<file path="src/rtl/serial_paralelo_rx_if.sv">
// rtl/serial_paralelo_rx_if.sv - serial link receive side signal bundle
interface serial_paralelo_rx_if;
    logic       data_in;
    logic [8:0] data_out;
    logic       byte_strobe;
    logic       active;

    modport master (
        output data_in,
        input  data_out,
        input  byte_strobe,
        input  active
    );

    modport slave (
        input  data_in,
        output data_out,
        output byte_strobe,
        output active
    );
endinterface

</file>
<file path="src/rtl/serial_paralelo_rx.sv">
// rtl/serial_paralelo_rx.sv - comma-aligned serial receiver
// Hunts for COMMA bit by bit, confirms SYNC_COUNT aligned commas, then emits one {valid, byte} per byte time.
module serial_paralelo_rx #(
    parameter logic [7:0] COMMA      = 8'hBC,
    parameter int         SYNC_COUNT = 4
) (
    input  logic                 clk32f,
    input  logic                 reset,
    serial_paralelo_rx_if.slave  bus
);

    typedef enum logic [1:0] {
        SEARCH = 2'd0,
        ALIGN  = 2'd1,
        ACTIVE = 2'd2
    } state_t;

    localparam logic [2:0] SYNC = 3'(SYNC_COUNT);

    state_t     state;
    // Only the seven most recent bits are kept; the eighth comes straight from data_in.
    logic [6:0] sr;
    logic [2:0] bit_cnt;
    logic [2:0] bc_cnt;
    logic [8:0] data_out_r;
    logic       byte_strobe_r;
    logic       active_r;

    logic [7:0] w;
    logic       is_comma;
    logic       boundary;

    assign w        = {sr, bus.data_in};
    assign is_comma = (w == COMMA);
    assign boundary = (bit_cnt == 3'd7);

    always_ff @(posedge clk32f or posedge reset) begin
        if (reset) begin
            state         <= SEARCH;
            sr            <= 7'h00;
            bit_cnt       <= 3'd0;
            bc_cnt        <= 3'd0;
            data_out_r    <= 9'h000;
            byte_strobe_r <= 1'b0;
            active_r      <= 1'b0;
        end else begin
            sr            <= w[6:0];
            byte_strobe_r <= 1'b0;
            case (state)
                SEARCH: begin
                    if (is_comma) begin
                        bit_cnt <= 3'd0;
                        bc_cnt  <= 3'd1;
                        if (SYNC == 3'd1) begin
                            state    <= ACTIVE;
                            active_r <= 1'b1;
                        end else begin
                            state <= ALIGN;
                        end
                    end
                end
                ALIGN: begin
                    bit_cnt <= bit_cnt + 3'd1;
                    // Mid-byte matches are ignored so shifted data cannot re-anchor the lane.
                    if (boundary) begin
                        if (is_comma) begin
                            bc_cnt <= bc_cnt + 3'd1;
                            if (bc_cnt + 3'd1 == SYNC) begin
                                state    <= ACTIVE;
                                active_r <= 1'b1;
                            end
                        end else begin
                            bc_cnt <= 3'd0;
                            state  <= SEARCH;
                        end
                    end
                end
                ACTIVE: begin
                    bit_cnt <= bit_cnt + 3'd1;
                    if (boundary) begin
                        data_out_r    <= {~is_comma, w};
                        byte_strobe_r <= 1'b1;
                    end
                end
                default: state <= SEARCH;
            endcase
        end
    end

    assign bus.data_out    = data_out_r;
    assign bus.byte_strobe = byte_strobe_r;
    assign bus.active      = active_r;

endmodule

</file>
<file path="src/flat_wrapper.sv">
// flat-port wrapper written by rule: the top's interface ports become plain ports
module serial_paralelo_rx_flat 
#(
    parameter logic [7:0] COMMA      = 8'hBC,
    parameter int         SYNC_COUNT = 4
)
  (clk32f, reset, bus_data_in, bus_data_out, bus_byte_strobe, bus_active);
  serial_paralelo_rx_if bus_i ();
  input  logic clk32f;
  input  logic reset;
  input wire logic [$bits(bus_i.data_in)-1:0] bus_data_in;
  output wire logic [$bits(bus_i.data_out)-1:0] bus_data_out;
  output wire logic [$bits(bus_i.byte_strobe)-1:0] bus_byte_strobe;
  output wire logic [$bits(bus_i.active)-1:0] bus_active;
  assign bus_i.data_in = bus_data_in;
  assign bus_data_out = bus_i.data_out;
  assign bus_byte_strobe = bus_i.byte_strobe;
  assign bus_active = bus_i.active;
  serial_paralelo_rx #(.COMMA(COMMA), .SYNC_COUNT(SYNC_COUNT)) u_core (.clk32f(clk32f), .reset(reset), .bus(bus_i));
endmodule
</file>
<file path="config.mk">
export PLATFORM = sky130hd
export DESIGN_NAME = serial_paralelo_rx_flat
export DESIGN_NICKNAME = d
export VERILOG_FILES = /design/src/rtl/serial_paralelo_rx_if.sv /design/src/rtl/serial_paralelo_rx.sv /design/src/flat_wrapper.sv
export SDC_FILE = /design/constraint.sdc
export NUM_CORES = 1
export LEC_CHECK = 0
export ABC_AREA = 1
export BUFFER_PORTS_ARGS = -buffer_cell sky130_fd_sc_hd__buf_2
export CORE_MARGIN = 3
export CORE_UTILIZATION = 45
export DETAILED_ROUTE_END_ITERATION = 10
export GPL_TIMING_DRIVEN = 0
export PLACE_DENSITY_LB_ADDON = 0.15
export SKIP_LAST_GASP = 1
export SYNTH_ARGS = -nofsm -noshare
export SYNTH_HDL_FRONTEND = slang
export SYNTH_SLANG_ARGS = --single-unit
</file>
<file path="constraint.sdc">
create_clock -name clk32f -period 1.6 [get_ports clk32f]
set_input_delay 0.16 -clock clk32f [delete_from_list [all_inputs] [get_ports clk32f]]
set_output_delay 0.16 -clock clk32f [all_outputs]
set_load 0.01 [all_outputs]
</file>
==> summary.txt, run 1 <==
Timing
  – Setup TNS: 0 ps
  – Crit path time final: 1449 ps
  – Worst Setup Slack, final: 151.2 ps
  – Period Utilization, post-route: 90.55%
  – RSZ-0062 raised after global routing: false
  – Max-slew headroom: 36.56%
  – Final Max Slew Viols: 0
  – Setup-failing EPs final: 0
  – Layout Skew: 5.552 ps
  – Worst slew pin tran: 950.5 ps
  – Fin. Hold Viols: 0
  – Fmax: 690.2 MHz

Synth
  – Average cell area after synthesis: 9.509 um^2
  – Cell Area, Synth: 1141 um^2
  – Net Count, Synth: 130
  – Register area share after synthesis: 57.02%
  – Cell variety after synth: 19
  – Synth Instances: 120
  – Synthesis Warnings: 0
  – Post-synthesis register bit count: 26

Critical path
  – Critical Path AT: 1670 ps
  – WS Path Type: reg -> reg
  – Buf+Inv Stages, Crit Path: 1
  – Slowest CP cell: dfrtp_1
  – CP Cell Sequence: ha_1 > ha_1 > nand2_1 > clkinvlp_4 > nor2_1 > a31oi_1
  – Worst Path Required: 1820 ps
  – Critical Path Fanout Max: 8
  – Crit-path max cell delay: 430 ps
  – CP top delay family: flip-flops
  – Type of element launching the critical path: flop
  – Critical Path End Type: flop
  – Most repeated library cell on the critical path: ha_1

Placed design
  – Dpl ws: 28.90 ps
  – GP Congestion: 0.7323
  – Post-DP HPWL: 1.405 mm
  – Port-buffer cells: 13

Routing
  – Drt drc: 0
  – Final wirelength: 1.865 mm
  – Initial DRC count: 6
  – DRT Pass-1 Iters: 3
  – Via count: 809
  – ANT nets after route: 0
  – Routed length per instance: 11.23 um
  – Via density: 4.873

Floorplan
  – Starting Density: 49.67%
  – Die area: 3176 um^2
  – I/O pins: 14
  – Core ar.: 2297 um^2
  – # rows: 17
  – DIE WIDTH: 56.36 um
  – Die height: 56.36 um

Clock tree
  – Clk buf depth: 2
  – Clk_lat worst skew: 320 ps
  – TritonCTS clock tree: built
  – CTS HTree Levels: 1
  – Post-CTS Setup Bufs: 0
  – CTS Sinks: 26
  – Number of CTS-inserted buffers: 3
  – Root buffer cell: clkbuf_4
  – Clk slew on worst S/H paths: 140 ps

Global route
  – Vias in the first global route: 810
  – Pin count of the biggest net entering global routing: 27
  – First-pass GRT wire length: 3.450 mm
  – GRT Total Usage: 13.51%
  – Initial antenna violation count: 0
  – Total grt overflow: 0

Power
  – Leakage: 0.7083 nW
  – Power per cell area: 1221 nW/um^2
  – Peak supply drop: 0.7221 mV

Layout
  – Synthesis-to-layout area growth: 14.69%
  – Antenna diodes: 0
  – Layout cell share with drive strength beyond 1: 20.29%
  – Layout Nets: 149

Job
  – Max cap viols: 0

Worst hold path
  – Worst Hold Class: in -> async

Outcome
  – Run status: finished, final reports clean
## where the power goes
part	internal, mW	switching (mW)	total [mW]
Sequential	0.725	0.0536	0.779
Combinational	0.137	0.237	0.374
Clock	0.253	0.192	0.445
## sequential cells by signal (all words and copies together), names as in the netlist
name	cells
u_core.bc_cnt	3
u_core.bus.data_out	9
u_core.bit_cnt	3
u_core.state	2
u_core.sr	7
u_core.bus.byte_strobe	1
u_core.bus.active	1
## stage by stage
step | cell area [um^2] | std cells | hold WS [ps] | util [%] | power (mW)
after CTS | 1304 | 166 | 62.93 | 56.75 | 1.614
after global routing | 1309 | 166 | 112.2 | 56.97 | 1.698
after global placement | 1241 | 161 | 283.7 | 54.03 | 1.148
final | 1309 | 166 | 28.60 | 56.97 | 1.598
after floorplan | 1141 | 120 | 191.4 | - | 1.089
after detailed placement | 1241 | 161 | 289.8 | 54.03 | 1.166
## cells in the mapped netlist, drive strengths merged
cell type / n / area (um^2)
nand3b: 1 / 7.510
inv: 10 / 37.54
a31oi: 1 / 6.260
ha: 7 / 87.58
o21ai: 6 / 30.03
nor3b: 1 / 7.510
a21oi: 1 / 16.27
nand2: 48 / 197.7
nor2: 7 / 41.29
nor3: 1 / 5.000
clkinv: 1 / 3.750
or2: 1 / 6.260
dfrtp: 26 / 650.6
clkbuf: 1 / 3.750
nand3: 8 / 40.04
## cell families after synthesis
| kind of cell | after synthesis | share of synthesized area [%] |
|---|---|---|
| buffers and inverters | 12 | 3.947 |
| AOI/OAI and AO/OA | 8 | 4.606 |
| adders and majority gates | 7 | 7.675 |
| and+or+nand+nor | 67 | 26.75 |
| DFF | 26 | 57.02 |
## what timing repair did
item / in CTS / in global routing
setup endpoints to repair: 0 / 9
hold buffers: 1 / 0
endpoints found under the hold margin: 1 / 0
gates resized for setup: 0 / 3
## worst register-to-register path, stage by stage, from the launching register on
cell and delay [ps]:
dfrtp_1 430, ha_1 210, ha_1 220, nand2_1 140, clkinvlp_4 180, nor2_1 120, a31oi_1 50
## routing by layer
metal	vias to the layer above	routed length, um	GRT usage, %
li1	410	-	-
met1	381	842	17.35
met2	12	920	22.70
met3	6	63	2.299
met4	0	40	5.085
met5	-	0	0
## final cells by class
class                      instances  area, um^2
sequential                        26       650.6
clock inverter                     1       30.03
tap                               28       35.03
clock buffer                       3       22.52
buffer                             1       5.005
multi-input combinational         82       445.4
timing repair buffer              14       75.07
inverter                          11       45.04
fill                             219       988.4
## cell usage in the layout (no fill, tap or decap), types with 3 or more instances in the layout
| cell | count |
|---|---|
| dfrtp_1 | 26 |
| nand2_1 | 43 |
| o21ai_0 | 4 |
| nand2_2 | 4 |
| ha_1 | 7 |
| clkbuf_4 | 3 |
| buf_2 | 13 |
| inv_1 | 10 |
| nand3_1 | 8 |
| nor2_1 | 5 |
## path summary, 6_finish.rpt
kind                                    from                endpoint  slack [ps]  cells after the start
hold / removal                         reset            u_core.sr[6]          30                      2
setup reg to reg           u_core.bit_cnt[0]  u_core.bus.data_out[8]         150                      6
max in group asynchronous              reset         u_core.state[0]        1000                      2
min in group clk32f             u_core.sr[5]            u_core.sr[6]         390                      0
setup / recovery           u_core.bit_cnt[0]  u_core.bus.data_out[8]         150                      6
hold reg to reg                 u_core.sr[5]            u_core.sr[6]         390                      0
Power figures use the tool's default switching activity.
==> inputs of run 2 (changes only) <==
--- a/config.mk
+++ b/config.mk
@@ -11,7 +11,6 @@
 export CORE_UTILIZATION = 45
 export DETAILED_ROUTE_END_ITERATION = 10
 export GPL_TIMING_DRIVEN = 0
-export PLACE_DENSITY_LB_ADDON = 0.15
 export SKIP_LAST_GASP = 1
 export SYNTH_ARGS = -nofsm -noshare
 export SYNTH_HDL_FRONTEND = slang
==> constraint.sdc (replaced) <==
create_clock -name clk32f -period 1.6 [get_ports clk32f]
set_input_delay 0.32 -clock clk32f [delete_from_list [all_inputs] [get_ports clk32f]]
set_output_delay 0.32 -clock clk32f [all_outputs]
set_load 0.01 [all_outputs]
==> run 2 against run 1 <==
Compared with the run above:
- sequential share of layout area grew 0.53 points
- clock skew shrank 0.87 ps
- first-iteration DRC count grew to 3.0 times the previous value
- combinational power grew 2%
- clock power grew 0.9%
- sequential power is essentially flat
- maximum frequency shrank 4.0%
- critical path depth is the same
- wire length grew 3.6%
- worst setup slack lost 61 ps
- largest cell class unchanged
- largest power group unchanged
- highest routed layer unchanged
==> summary.txt, run 2 (synthesis results as in run 1) <==
Outcome
  – Run status: finished, final reports clean

Critical path
  – Crit path launch: u_core.bit_cnt[0]
  – R2R depth: 6
  – Worst Path Required: 1820 ps
  – WP depth: 6
  – Buf+Inv Stages, Crit Path: 1
  – Most repeated library cell on the critical path: ha_1
  – Crit-path max cell delay: 430 ps
  – CP Cell Sequence: ha_1 > ha_1 > nand2_1 > clkinv_1 > nor2_1 > a31oi_1
  – Setup crit end: u_core.bus.data_out[8]
  – WS Path Type: reg -> reg
  – Critical Path Fanout Max: 8
  – R2r endpoint: u_core.bus.data_out[8]
  – Reg2Reg Setup Slack: 90 ps
  – Critical Path AT: 1730 ps
  – CP top delay family: adder cells
  – Slowest CP cell: dfrtp_1
  – Type of element launching the critical path: flop
  – Reg2reg start: u_core.bit_cnt[0]
  – Critical Path End Type: flop

Routing
  – ANT nets after route: 0
  – Via count: 803
  – DRT Pass-1 Iters: 4
  – Drt drc: 0
  – Via density: 4.867
  – Final wirelength: 1.933 mm
  – Routed length per instance: 11.72 um
  – Initial DRC count: 18

Power
  – Power per cell area: 1242 nW/um^2
  – Leakage: 0.7069 nW
  – Peak supply drop: 0.9787 mV
  – Final Total Pwr: 1.608 mW

Job
  – Max cap viols: 0

Global route
  – Vias in the first global route: 783
  – Initial antenna violation count: 0
  – GRT Total Usage: 13.37%
  – First-pass GRT wire length: 3.353 mm
  – Pin count of the biggest net entering global routing: 27
  – Total grt overflow: 0

Placed design
  – Post-DP HPWL: 1.396 mm
  – Dpl ws: -10.80 ps
  – GP Congestion: 0.7381
  – Port-buffer cells: 13

Floorplan
  – Core ar.: 2297 um^2
  – Die area: 3176 um^2
  – Die height: 56.36 um
  – I/O pins: 14
  – DIE WIDTH: 56.36 um
  – # rows: 17
  – Starting Density: 49.67%

Timing
  – RSZ-0062 raised after global routing: true
  – Fin. Hold Viols: 0
  – Max-slew headroom: 36.02%
  – Period Utilization, post-route: 94.35%
  – Final Max Slew Viols: 0
  – Setup-failing EPs final: 0
  – Layout Skew: 4.685 ps
  – Worst Setup Slack, final: 90.39 ps
  – Worst slew pin tran: 958.7 ps
  – Fmax: 662.4 MHz
  – Crit path time final: 1510 ps

Layout
  – Most frequent cells in the layout: nand2_1, dfrtp_1, buf_2
  – Antenna diodes: 0
  – Layout Nets: 148
  – Core Util, Final: 56.37%
  – Layout fillers: 226
  – Most common cell after layout, fill and taps aside: nand2_1
  – Layout cell share with drive strength beyond 1: 19.71%
  – Synthesis-to-layout area growth: 13.49%
  – FF+latch area: 650.6 um^2
  – Largest register FFs: 9
  – Multi-input logic area: 445.4 um^2

Clock tree
  – TritonCTS clock tree: built
  – Number of CTS-inserted buffers: 3
  – CTS Sinks: 26
  – Clk slew on worst S/H paths: 140 ps
  – Clk_lat worst skew: 320 ps
  – Root buffer cell: clkbuf_4
  – Clk buf depth: 2
  – CTS HTree Levels: 1

Worst hold path
  – Worst Hold Class: in -> reg
[run 2: cell types whose count changed in the layout (fill, tap and decap cells not counted)]
cell           change
clkinvlp_4         -1
dlygate4sd3_1      -1
clkinv_1           +1
[run 2: worst min path at each step]
stage                      start            to  slack (ps)  cells after the start
floorplan            bus_data_in  u_core.sr[0]         350                      0
global placement    u_core.sr[5]  u_core.sr[6]         360                      0
detailed placement  u_core.sr[0]  u_core.sr[1]         370                      0
CTS                  bus_data_in  u_core.sr[0]         100                      1
global route         bus_data_in  u_core.sr[0]          90                      1
finish               bus_data_in  u_core.sr[0]         110                      1
[run 2: cell type report]
class	instances	area share (%)
clock buffer	3	1.739
clock inverter	1	2.319
timing repair buffer	13	5.024
tap	28	2.705
buffer	1	0.3865
inverter	11	3.188
multi-input combinational	82	34.40
sequential	26	50.24
[run 2: layer usage]
| layer | track usage [%] | wire length [um] |
|---|---|---|
| met1 | 17.97 | 972 |
| met2 | 21.04 | 854 |
| met3 | 2.989 | 72 |
| met4 | 5.085 | 34 |
| met5 | 0 | 0 |
[run 2: repair_timing]
action                     CTS  global route
resized for setup            1             0
hold buffers                 0             0
buffers inserted             0             0
setup endpoints to repair    6             1
cloned                       0             0
[run 2: stage by stage]
stage	cells	setup TNS, ps	area [um^2]	hold WS (ps)
final	165	0	1295	109.5
after global routing	165	-28.25	1295	90.62
after CTS	165	0	1295	99.45
after detailed placement	161	-14.59	1241	367.8
after global placement	161	0	1241	363.5
after floorplan	120	0	1141	351.4
[run 2: worst register-to-register path, delay by kind of cell (launching register included)]
family	cells	cell delay, ps
adder cells (fa/ha/maj)	2	440
flip-flops	1	430
AND/OR/NAND/NOR	2	270
buffers and inverters	1	210
AO/OA/AOI/OAI	1	50
[run 2: where the power goes]
group / switching [mW] / internal (mW)
clock: 0.196 / 0.253
combinational: 0.249 / 0.134
sequential: 0.0511 / 0.725
